===== src/rtl/ctrlpid_pkg.sv =====
// Shared definitions for the PID-driven PWM output stage: channel FSM
// encoding and width helpers derived from the m_k word width.
package ctrlpid_pkg;

    typedef enum logic [1:0] {
        ST_IDLE = 2'd0,
        ST_FWD  = 2'd1,
        ST_REV  = 2'd2,
        ST_DEAD = 2'd3
    } chan_state_t;

    localparam int AW_DEF  = 1;
    localparam int OW_DEF  = 12;
    localparam int DTC_DEF = 16;

    // Magnitude/counter width: the signed word minus its sign bit.
    function automatic int mag_w(input int ow);
        return ow - 1;
    endfunction

    function automatic int max_mag(input int ow);
        return (1 << (ow - 1)) - 1;
    endfunction

endpackage


===== src/rtl/ctrlpid_pwm_chan.sv =====
// One H-bridge channel: direction FSM with dead-time insertion, duty compare
// against the shared period counter, and registered leg outputs.
module ctrlpid_pwm_chan
    import ctrlpid_pkg::*;
#(
    parameter  int ow  = OW_DEF,
    parameter  int dtc = DTC_DEF,
    localparam int mw  = mag_w(ow)
) (
    input  logic          clk_pid,
    input  logic          reset_n,
    input  logic          bnd,
    input  logic [mw-1:0] cnt,
    input  logic          enable,
    input  logic          shadow_sign,
    input  logic [mw-1:0] shadow_mag,
    output logic          pwm_a,
    output logic          pwm_b,
    output logic          upd,
    output chan_state_t   state
);

    localparam logic [mw-1:0] DEAD_LOAD = mw'(dtc);

    logic [mw-1:0] act_mag;
    logic [mw-1:0] dead_cnt;
    logic          tgt_rev;
    logic [mw-1:0] next_mag;

    // Magnitude that will be active after this edge, used to decide whether
    // a finishing dead time lands in IDLE.
    assign next_mag = bnd ? shadow_mag : act_mag;

    always_ff @(posedge clk_pid or negedge reset_n) begin
        if (!reset_n) begin
            state    <= ST_IDLE;
            act_mag  <= '0;
            dead_cnt <= '0;
            tgt_rev  <= 1'b0;
            pwm_a    <= 1'b0;
            pwm_b    <= 1'b0;
            upd      <= 1'b0;
        end else if (!enable) begin
            state    <= ST_IDLE;
            act_mag  <= '0;
            dead_cnt <= '0;
            pwm_a    <= 1'b0;
            pwm_b    <= 1'b0;
            upd      <= 1'b0;
        end else begin
            // Legs derive from a single state value, so they can never overlap.
            pwm_a <= (state == ST_FWD) && (cnt < act_mag);
            pwm_b <= (state == ST_REV) && (cnt < act_mag);
            upd   <= bnd;
            case (state)
                ST_IDLE: begin
                    if (bnd) begin
                        act_mag <= shadow_mag;
                        if (shadow_mag != '0)
                            state <= shadow_sign ? ST_REV : ST_FWD;
                    end
                end
                ST_FWD, ST_REV: begin
                    if (bnd) begin
                        act_mag <= shadow_mag;
                        if (shadow_mag == '0) begin
                            state <= ST_IDLE;
                        end else if (shadow_sign != (state == ST_REV)) begin
                            state    <= ST_DEAD;
                            tgt_rev  <= shadow_sign;
                            dead_cnt <= DEAD_LOAD;
                        end
                    end
                end
                ST_DEAD: begin
                    if (bnd)
                        act_mag <= shadow_mag;
                    if (bnd && (shadow_mag != '0) && (shadow_sign != tgt_rev)) begin
                        tgt_rev  <= shadow_sign;
                        dead_cnt <= DEAD_LOAD;
                    end else if (dead_cnt == mw'(1)) begin
                        if (next_mag == '0)
                            state <= ST_IDLE;
                        else
                            state <= tgt_rev ? ST_REV : ST_FWD;
                    end else begin
                        dead_cnt <= dead_cnt - 1'b1;
                    end
                end
                default: state <= ST_IDLE;
            endcase
        end
    end

endmodule


===== src/rtl/ctrlpid_pwm_out.sv =====
// PID-to-H-bridge PWM output stage: captures each channel's signed power word
// on the rising edge of ce and drives one ctrlpid_pwm_chan per channel.
module ctrlpid_pwm_out
    import ctrlpid_pkg::*;
#(
    parameter  int aw  = AW_DEF,
    parameter  int ow  = OW_DEF,
    parameter  int dtc = DTC_DEF,
    localparam int an  = 1 << aw,
    localparam int mw  = mag_w(ow)
) (
    input  logic                 clk_pid,
    input  logic                 reset_n,
    input  logic                 ce,
    input  logic [aw-1:0]        a,
    input  logic [ow-1:0]        m_k,
    input  logic [an-1:0]        enable,
    output logic [an-1:0]        pwm_a,
    output logic [an-1:0]        pwm_b,
    output logic [an-1:0]        upd,
    output logic [an-1:0][1:0]   chan_state
);

    logic          ce_d;
    logic [mw-1:0] cnt;
    logic          bnd;
    logic [ow-1:0] mk_neg;
    logic [mw-1:0] mk_mag;
    logic          shadow_sign [an];
    logic [mw-1:0] shadow_mag  [an];
    chan_state_t   st          [an];

    assign bnd = (cnt == '1);

    // Most negative word has no positive twin; clamp it to full scale.
    always_comb begin
        mk_neg = {ow{1'b0}} - m_k;
        mk_mag = m_k[mw-1:0];
        if (m_k[ow-1])
            mk_mag = mk_neg[ow-1] ? '1 : mk_neg[mw-1:0];
    end

    always_ff @(posedge clk_pid or negedge reset_n) begin
        if (!reset_n) begin
            ce_d <= 1'b0;
            cnt  <= '0;
            for (int i = 0; i < an; i++) begin
                shadow_sign[i] <= 1'b0;
                shadow_mag[i]  <= '0;
            end
        end else begin
            ce_d <= ce;
            cnt  <= cnt + 1'b1;
            if (ce && !ce_d) begin
                shadow_sign[a] <= m_k[ow-1];
                shadow_mag[a]  <= mk_mag;
            end
        end
    end

    for (genvar ch = 0; ch < an; ch++) begin : g_chan
        ctrlpid_pwm_chan #(
            .ow  (ow),
            .dtc (dtc)
        ) u_chan (
            .clk_pid     (clk_pid),
            .reset_n     (reset_n),
            .bnd         (bnd),
            .cnt         (cnt),
            .enable      (enable[ch]),
            .shadow_sign (shadow_sign[ch]),
            .shadow_mag  (shadow_mag[ch]),
            .pwm_a       (pwm_a[ch]),
            .pwm_b       (pwm_b[ch]),
            .upd         (upd[ch]),
            .state       (st[ch])
        );
        assign chan_state[ch] = st[ch];
    end

endmodule


===== config.mk =====
export PLATFORM = sky130hd
export DESIGN_NAME = ctrlpid_pwm_out
export DESIGN_NICKNAME = d
export VERILOG_FILES = /design/src/rtl/ctrlpid_pkg.sv /design/src/rtl/ctrlpid_pwm_chan.sv /design/src/rtl/ctrlpid_pwm_out.sv
export SDC_FILE = /design/constraint.sdc
export NUM_CORES = 1
export LEC_CHECK = 0
export ABC_AREA = 1
export BUFFER_PORTS_ARGS = -buffer_cell sky130_fd_sc_hd__buf_2
export CORE_MARGIN = 4
export CORE_UTILIZATION = 50
export CTS_BUF_LIST = sky130_fd_sc_hd__clkbuf_8
export DETAILED_ROUTE_END_ITERATION = 16
export PLACE_DENSITY_LB_ADDON = 0.1
export SLEW_MARGIN = 10
export SYNTH_ARGS = -nofsm -noshare
export SYNTH_HDL_FRONTEND = slang
export SYNTH_SLANG_ARGS = --single-unit

===== constraint.sdc =====
create_clock -name clk_pid -period 1.8 [get_ports clk_pid]
set_clock_uncertainty 0.15 [all_clocks]
set_input_delay 0.27 -clock clk_pid [delete_from_list [all_inputs] [get_ports clk_pid]]
set_output_delay 0.27 -clock clk_pid [all_outputs]
set_load 0.01 [all_outputs]

==> impl_summary.txt, run 1 <==
----------------------------------------------------
[Status]
  Status ... complete, but fails checks
  Violated checks ... negative setup slack

[Die]
  Placeable core region ... ~11000 um^2
  Placement row count ... 39
  Count of pins on the block boundary ... 28
  Die area ... around 14000 um^2
  Die extent in y ... ~120 um
  Initial Utilization ... 51.1%
  Die X-Extent ... between 100 and 150 um

[Critical path]
  Worst Setup Start Kind ... flop
  Source of the critical timing path ... cnt[1]$_DFF_PN0_
  Critical path's top delay family ... simple AND/OR/NAND/NOR gates
  Critical path endpoint category ... flop
  Setup Crit Path Kind ... flop to flop
  Critical path arrival ... about 2200 ps
  Buffers plus inverters on the worst setup path ... 1
  Highest fanout seen on the critical path ... 5
  FF-to-FF path depth ... 15
  Capturing point of the worst reg2reg path ... g_chan[0].u_chan.state[1]$_DFFE_PN0P_
  CP Cell Sequence ... ha_2, nand2_2, nor2_4, nand2_4, nor2_8, buf_6, nand2_2, nand2_2, nand2_1, nor2_1, nand3_1, nand2_1, nand2_1, nand2_1, nand2_1
  R2r setup slk ... -290 ps
  Most common cell on crit path ... nand2_1
  Origin of the critical flop-to-flop path ... cnt[1]$_DFF_PN0_
  Data required time of the critical path ... 1940 ps
  Slowest cell delay on critical path ... about 370 ps
  Standard cell with the maximum stage delay on the critical path ... dfrtp_1

[Min path]
  Beginning of the worst hold path ... enable[0]
  Path class of the lowest-slack min-delay path ... primary input to flop
  End point of the worst hold path ... g_chan[0].u_chan.pwm_b$_DFF_PN0_
  Hold path cells ... 3

[GRT]
  Initial antenna violation count ... 0
  Largest net degree at the start of global routing ... between 40 and 50
  Total grt overflow ... 0
  First-pass GRT wire length ... 24.7 mm
  Number of global-route vias before repair ... 5366
  Total routing resource utilization after global routing ... between 20% and 30%

[Final layout]
  Share of post-route cells with drive strength above 1 ... 26.9%
  # diodes ... 0
  Area growth from synthesis to layout ... 26.9%
  Number of cells in the finished layout apart from fillers ... roughly 1000
  Final core area utilization ... 64.8%
  Layout Nets ... 944

[Clock network]
  CTS clock-pin slew for the worst setup and hold paths ... roughly 90 ps
  Clock latency at the later pin of the worst-skew pair ... 380 ps
  Num Clock Sinks ... between 90 and 100
  TritonCTS clock tree ... yes
  Max H-tree Level ... 3
  Buffer type at the clock tree root ... clkbuf_8
  Buffer levels on the longest clock path ... 2
  Total clock buffers created by CTS ... 9

[Place]
  Half-perimeter wire length after detailed placement ... 10.5 mm
  Cells after DPL ... roughly 1000
  Port bufs ... 27
  Placer Congestion ... approximately 0.84

[Detailed routing]
  Starting DRT DRC Count ... roughly 320
  Antenna viol nets, final ... 0
  Via count ... 5441
  Remaining design rule violation count ... 0
  Routed wire length per instance ... 14.3 um
  Detailed-route vias per instance ... around 5.2
  First-pass iteration count of the detailed router ... 5
  Final wirelength ... between 10 and 15 mm

[STA]
  RSZ-0062 raised after global routing ... yes
  Minimum period implied by the final worst setup slack ... about 2100 ps
  Highest clock frequency the design can meet ... around 0.48 GHz
  Min setup slack post-route ... -289 ps
  Relative slew margins ... between 70% and 80%
  Sum of negative setup slack ... -6250 ps
  Slew at the pin with the worst max-slew slack ... ~450 ps
  Final number of max-transition violations ... 0
  Number of endpoints failing setup at the final stage ... 29
  Count of endpoints failing hold in the final timing report ... 0
  Final cycle utilization of the critical path ... 116%

[Run]
  Maximum capacitance violations ... 0

[Logic synthesis]
  Syn_area_per_cell ... around 7.6 um^2
  Proportion of register bits with asynchronous set or reset after synthesis ... 100%
  EDFF count, synth ... 0
  Yosys reg bits ... around 90
  Distinct cell type count after synthesis ... 32
  Synth Net Count ... between 800 and 900
  Post-synthesis sequential area ratio ... between 30% and 40%
  Count of synthesis-stage warnings from yosys ... 0
  Most used flip-flop cell after synthesis ... dfrtp_1
  Cells after synthesis ... 769
  Cell area after technology mapping ... roughly 5900 um^2

[Pwr]
  Power density normalized to cell area ... 938 nW/um^2
  Leak Pwr ... 3.94 nW
  Worst vdd ir ... 0.665 mV
  Power after layout ... approximately 7 mW

----------------------------------------------------
-- final cells by class --
class	count	area (um^2)
Timing Repair Buffer	135	1050
Multi-Input combinational cell	544	3270
Clock buffer	10	138
Inverter	109	409
Fill cell	987	4030
Clock inverter	6	88.8
Tap cell	143	179
Sequential cell	92	2300
-- power breakdown --
part	leakage (nW)	switching, mW	total (mW)	internal, mW
combinational	2.61	1.74	2.91	1.16
sequential	1.22	0.182	2.47	2.29
clock	0.114	0.778	1.60	0.820
-- worst max path at each step --
stage	to	slack [ps]	cells after the start
floorplan	g_chan[0].u_chan.dead_cnt[7]$_DFFE_PN0P_	-110	13
global placement	g_chan[0].u_chan.dead_cnt[5]$_DFFE_PN0P_	-240	12
detailed placement	g_chan[0].u_chan.dead_cnt[5]$_DFFE_PN0P_	-320	12
CTS	g_chan[0].u_chan.state[1]$_DFFE_PN0P_	-240	14
global route	g_chan[1].u_chan.state[0]$_DFFE_PN0P_	-440	14
finish	g_chan[0].u_chan.state[1]$_DFFE_PN0P_	-290	15
-- placed cells by master, fill, tap and decap left out, drive strengths merged, types with 2 or more instances in the layout --
| master | synthesis | final |
|---|---|---|
| o21ai | 58 | 58 |
| buf | 18 | 133 |
| clkbuf | 13 | 10 |
| inv | 109 | 110 |
| a21oi | 16 | 16 |
| bufinv | 0 | 2 |
| nand3b | 2 | 2 |
| ha | 35 | 35 |
| nand2 | 216 | 216 |
| nand3 | 41 | 44 |
| nand4 | 40 | 40 |
| dlygate4sd3 | 0 | 2 |
| clkinv | 0 | 2 |
| o2111ai | 2 | 2 |
| xnor2 | 8 | 8 |
| or2 | 3 | 3 |
| nor3 | 5 | 5 |
| xor2 | 21 | 21 |
| o211ai | 4 | 7 |
| nor2 | 85 | 86 |
| dfrtp | 92 | 92 |
-- synthesized netlist by cell type (2+ instances only) --
library cell | n | area share (%)
nor2_4 | 2 | 0.38
buf_6 | 5 | 0.96
inv_2 | 3 | 0.19
nand3_4 | 2 | 0.60
o21ai_1 | 6 | 0.51
or2_2 | 3 | 0.32
buf_2 | 5 | 0.43
nand3_2 | 2 | 0.34
buf_4 | 8 | 1.0
o211ai_1 | 3 | 0.38
xnor2_1 | 8 | 1.2
o21ai_2 | 21 | 3.1
a21oi_1 | 16 | 1.4
dfrtp_1 | 92 | 39
o2111ai_1 | 2 | 0.30
nand2_1 | 210 | 13
o21ai_0 | 31 | 2.6
nor2_1 | 81 | 5.2
nand3_1 | 37 | 3.2
ha_1 | 35 | 7.5
nand2_2 | 5 | 0.53
nor3_1 | 5 | 0.43
xor2_1 | 21 | 3.1
nor2_8 | 2 | 0.68
inv_1 | 106 | 6.8
nand4_1 | 40 | 4.3
clkbuf_1 | 13 | 0.83
-- repair_timing --
| item | in CTS | in global routing |
|---|---|---|
| cloned | 7 | 0 |
| setup endpoints to repair | 29 | 47 |
| hold buffers | 2 | 0 |
| buffers inserted | 4 | 6 |
| hold endpoints to repair | 46 | 0 |
| pin swaps | 8 | 7 |
| gates resized for setup | 28 | 34 |
-- tightest hold or removal path, cell delays in order --
cell,delay [ps]
buf_2,160
nand2_1,70
nor2_1,40
-- kinds of logic (layout without fill, tap and decap cells) --
| logic type | after synthesis | after routing | synth area share, % |
|---|---|---|---|
| and+or+nand+nor | 393 | 397 | 30.0 |
| DFF | 92 | 92 | 39.3 |
| xor gates and xnor gates | 29 | 29 | 4.33 |
| AOI/OAI and AO/OA | 80 | 83 | 8.71 |
| adders and majority gates | 35 | 35 | 7.47 |
| buffers and inverters | 140 | 260 | 10.2 |
-- stage by stage --
stage	instance area [um^2]	setup WS, ps	hold WS (ps)
after floorplan	5890	-113	-176
after global placement	6790	-245	82.6
after detailed placement	6790	-322	85.5
after CTS	7260	-245	12.0
after global routing	7440	-436	31.8
final	7440	-289	38.6
-- registers in the layout, summed over array words and instances, names as in the netlist, 4 cells and up --
name and cells:
g_chan.u_chan.act_mag 22, g_chan.u_chan.dead_cnt 22, shadow_mag 22, cnt 11
g_chan.u_chan.state 4
-- routing by layer --
layer / routed length [um] / part of all wire (%) / GRT usage [%] / vias to the layer above
met2: 7330 / 49 / 38.9 / 128
met3: 649 / 4.4 / 5.28 / 42
met4: 504 / 3.4 / 10.7 / 0
met5: 0 / 0 / 0 / -
li1: - / - / - / 2705
met1: 6390 / 43 / 28.8 / 2566
Note: power is estimated with default switching activity, not from simulation.
==> run 2: changes to the inputs <==
Settings changed: CORE_UTILIZATION 50 to 45, CTS_BUF_LIST sky130_fd_sc_hd__clkbuf_8 to sky130_fd_sc_hd__clkbuf_16, CTS_CLUSTER_DIAMETER set to 60.
==> run 2 against run 1 <==
Net effect:
- the run still ends with negative setup slack left
- sequential power hardly changed
- via count is 3.3% lower
- register-to-register slack better by 60 ps
- sequential share of layout area is 0.052 points lower
- die area is 10% higher
- sequential cell count stayed put
- global-route usage is 3.0 points lower
- clock-buffer cell count is 1 lower
- wire length is 3.9% lower
- cell area is 0.17% higher
- fmax is 2.9% higher
==> impl_summary.txt, run 2 (synthesized netlist as in run 1, its figures left out) <==
----------------------------------------------------
[Clock network]
  Total clock buffers created by CTS ... 9
  TritonCTS clock tree ... yes
  Buffer type at the clock tree root ... clkbuf_16
  Num Clock Sinks ... 92
  Clock latency at the later pin of the worst-skew pair ... 350 ps
  Buffer levels on the longest clock path ... 2
  CTS clock-pin slew for the worst setup and hold paths ... roughly 60 ps
  Max H-tree Level ... 3

[Detailed routing]
  First-pass iteration count of the detailed router ... 4
  Final wirelength ... approximately 14 mm
  Via count ... ~5300
  Starting DRT DRC Count ... between 300 and 400
  Remaining design rule violation count ... 0
  Routed wire length per instance ... between 10 and 15 um
  Detailed-route vias per instance ... 4.93
  Antenna viol nets, final ... 0

[Die]
  Placement row count ... just over 40
  Die X-Extent ... between 100 and 150 um
  Die extent in y ... 122 um
  Initial Utilization ... 46.3%
  Placeable core region ... between 10000 and 15000 um^2
  Die area ... 14900 um^2
  Count of pins on the block boundary ... 28

[Final layout]
  Multi-input gate area ... between 3000 and 4000 um^2
  Sequential cell area in the final layout ... ~2300 um^2
  Layout Nets ... around 940
  Final std cell area, no fill ... 7450 um^2
  Area growth from synthesis to layout ... 27.1%
  # diodes ... 0
  Most common library cell in the layout ignoring fill and taps ... nand2_1
  Highest-count cells in the layout ignoring fill and taps ... nand2_1, inv_1, buf_4
  Share of post-route cells with drive strength above 1 ... between 20% and 30%
  Top flop regs ... g_chan.u_chan.act_mag (22), g_chan.u_chan.dead_cnt (22), shadow_mag (22)
  Number of filler cells placed in the layout ... between 1000 and 1500

[Place]
  Half-perimeter wire length after detailed placement ... 10.3 mm
  Port bufs ... 27
  Placer Congestion ... 0.887
  Placement Cell Area ... roughly 6800 um^2

[Critical path]
  Critical path arrival ... 2120 ps
  Capturing point of the worst reg2reg path ... g_chan[1].u_chan.state[1]$_DFFE_PN0P_
  Origin of the critical flop-to-flop path ... cnt[0]$_DFF_PN0_
  R2r setup slk ... -230 ps
  Source of the critical timing path ... cnt[0]$_DFF_PN0_
  Setup Crit Path Kind ... flop to flop
  FF-to-FF path depth ... 13
  Critical path capture point ... g_chan[1].u_chan.state[1]$_DFFE_PN0P_
  Highest fanout seen on the critical path ... 8
  Worst Setup Start Kind ... flop
  Critical path endpoint category ... flop
  Data required time of the critical path ... 1890 ps

[STA]
  WHS ... 139 ps
  Highest clock frequency the design can meet ... 0.492 GHz
  Relative slew margins ... 65.6%
  Min setup slack post-route ... -231 ps
  Final cycle utilization of the critical path ... 113%
  Count of endpoints failing hold in the final timing report ... 0
  Slew at the pin with the worst max-slew slack ... 511 ps
  Final number of max-transition violations ... 0
  Number of endpoints failing setup at the final stage ... 29
  Minimum period implied by the final worst setup slack ... a little over 2000 ps
  RSZ-0062 raised after global routing ... yes

[GRT]
  Number of global-route vias before repair ... approximately 5200
  Initial antenna violation count ... 0
  Total grt overflow ... 0
  Total routing resource utilization after global routing ... 20.3%
  First-pass GRT wire length ... 24.0 mm
  Largest net degree at the start of global routing ... 93

[Pwr]
  Leak Pwr ... between 3 and 4 nW
  Switching share of power ... between 30% and 40%
  Worst vdd ir ... 0.564 mV
  Power density normalized to cell area ... 976 nW/um^2
  Internal cell power ... approximately 4.6 mW
  Switching power total ... approximately 2.6 mW
  Power share of the sequential group ... 34.0%
  Combinational share of power ... a little under two fifths
  Clock Power Share ... 27.9%

[Status]
  Status ... complete, but fails checks
  Violated checks ... negative setup slack

[Min path]
  Path class of the lowest-slack min-delay path ... primary input to flop

[Run]
  Maximum capacitance violations ... 0

----------------------------------------------------
-- run 2: cell types whose count changed in the layout (fill, tap and decap cells not counted), sizes merged --
cell	previous run	this run
nor2	86	85
clkinv	2	3
inv	110	111
buf	133	135
nand3	44	41
clkinvlp	1	0
-- run 2: final cells by class --
type                            count  area share, %
Clock buffer                        9           3.02
Clock inverter                      7           1.13
Inverter                          109           5.49
Multi-Input combinational cell    540           42.4
Sequential cell                    92           30.9
Tap cell                          172           2.89
Timing Repair Buffer              138           14.1
-- run 2: critical path: stages (launching register included) --
cell     delay (ps)
dfrtp_1         350
ha_2            190
nand2_2          60
nor2_4          170
nand3_4         170
buf_12          190
o21ai_2         140
nand2_2          50
nor2_1          100
nand3_1         110
nand2_1          90
nand2_1          50
nand2_1          50
nand2_1          40
-- run 2: per-layer routing --
layer  global-route usage (%)  vias up  part of all wire (%)
li1                         -     2688                     -
met1                     25.9     2484                    45
met2                     35.2       71                    50
met3                     2.51       20                   2.4
met4                     8.05        0                   2.4
met5                        0        -                     0
-- run 2: how the worst min path moves through the flow --
stage,start,endpoint,slack [ps],depth (start not counted)
floorplan,reset_n,ce_d$_DFF_PN0_,-180,0
global placement,reset_n,g_chan[0].u_chan.pwm_b$_DFF_PN0_,210,2
detailed placement,reset_n,g_chan[0].u_chan.dead_cnt[8]$_DFFE_PN0P_,220,2
CTS,m_k[11],shadow_sign[0]$_DFFE_PN0P_,130,3
global route,m_k[11],shadow_sign[0]$_DFFE_PN0P_,180,3
finish,m_k[11],shadow_sign[0]$_DFFE_PN0P_,140,3
-- run 2: what timing repair did --
| action | in CTS | in global routing |
|---|---|---|
| pin swaps | 7 | 8 |
| buffers inserted | 8 | 5 |
| endpoints found under the setup margin | 28 | 35 |
| hold buffers | 2 | 0 |
| endpoints found under the hold margin | 93 | 0 |
| gates cloned | 3 | 2 |
| resized for setup | 28 | 18 |
-- run 2: stage by stage --
step	power, mW	TNS (ps)	std cells	setup slack, ps	util (%)
floorplan	4.30	-3050	769	-113	-
global placement	4.96	-5680	1031	-234	53.5
detailed placement	5.01	-7740	1031	-318	53.5
CTS	7.30	-4790	1060	-219	57.7
global route	7.76	-9220	1067	-395	58.8
finish	7.27	-4710	1067	-231	58.8
-- run 2: power groups by stage --
stage | clock network (mW) | registers [mW] | logic [mW]
floorplan | 0 | 2.51 | 1.79
global placement | 0 | 2.50 | 2.46
detailed placement | 0 | 2.51 | 2.50
CTS | 2.06 | 2.47 | 2.77
global route | 2.14 | 2.50 | 3.11
finish | 2.03 | 2.47 | 2.76
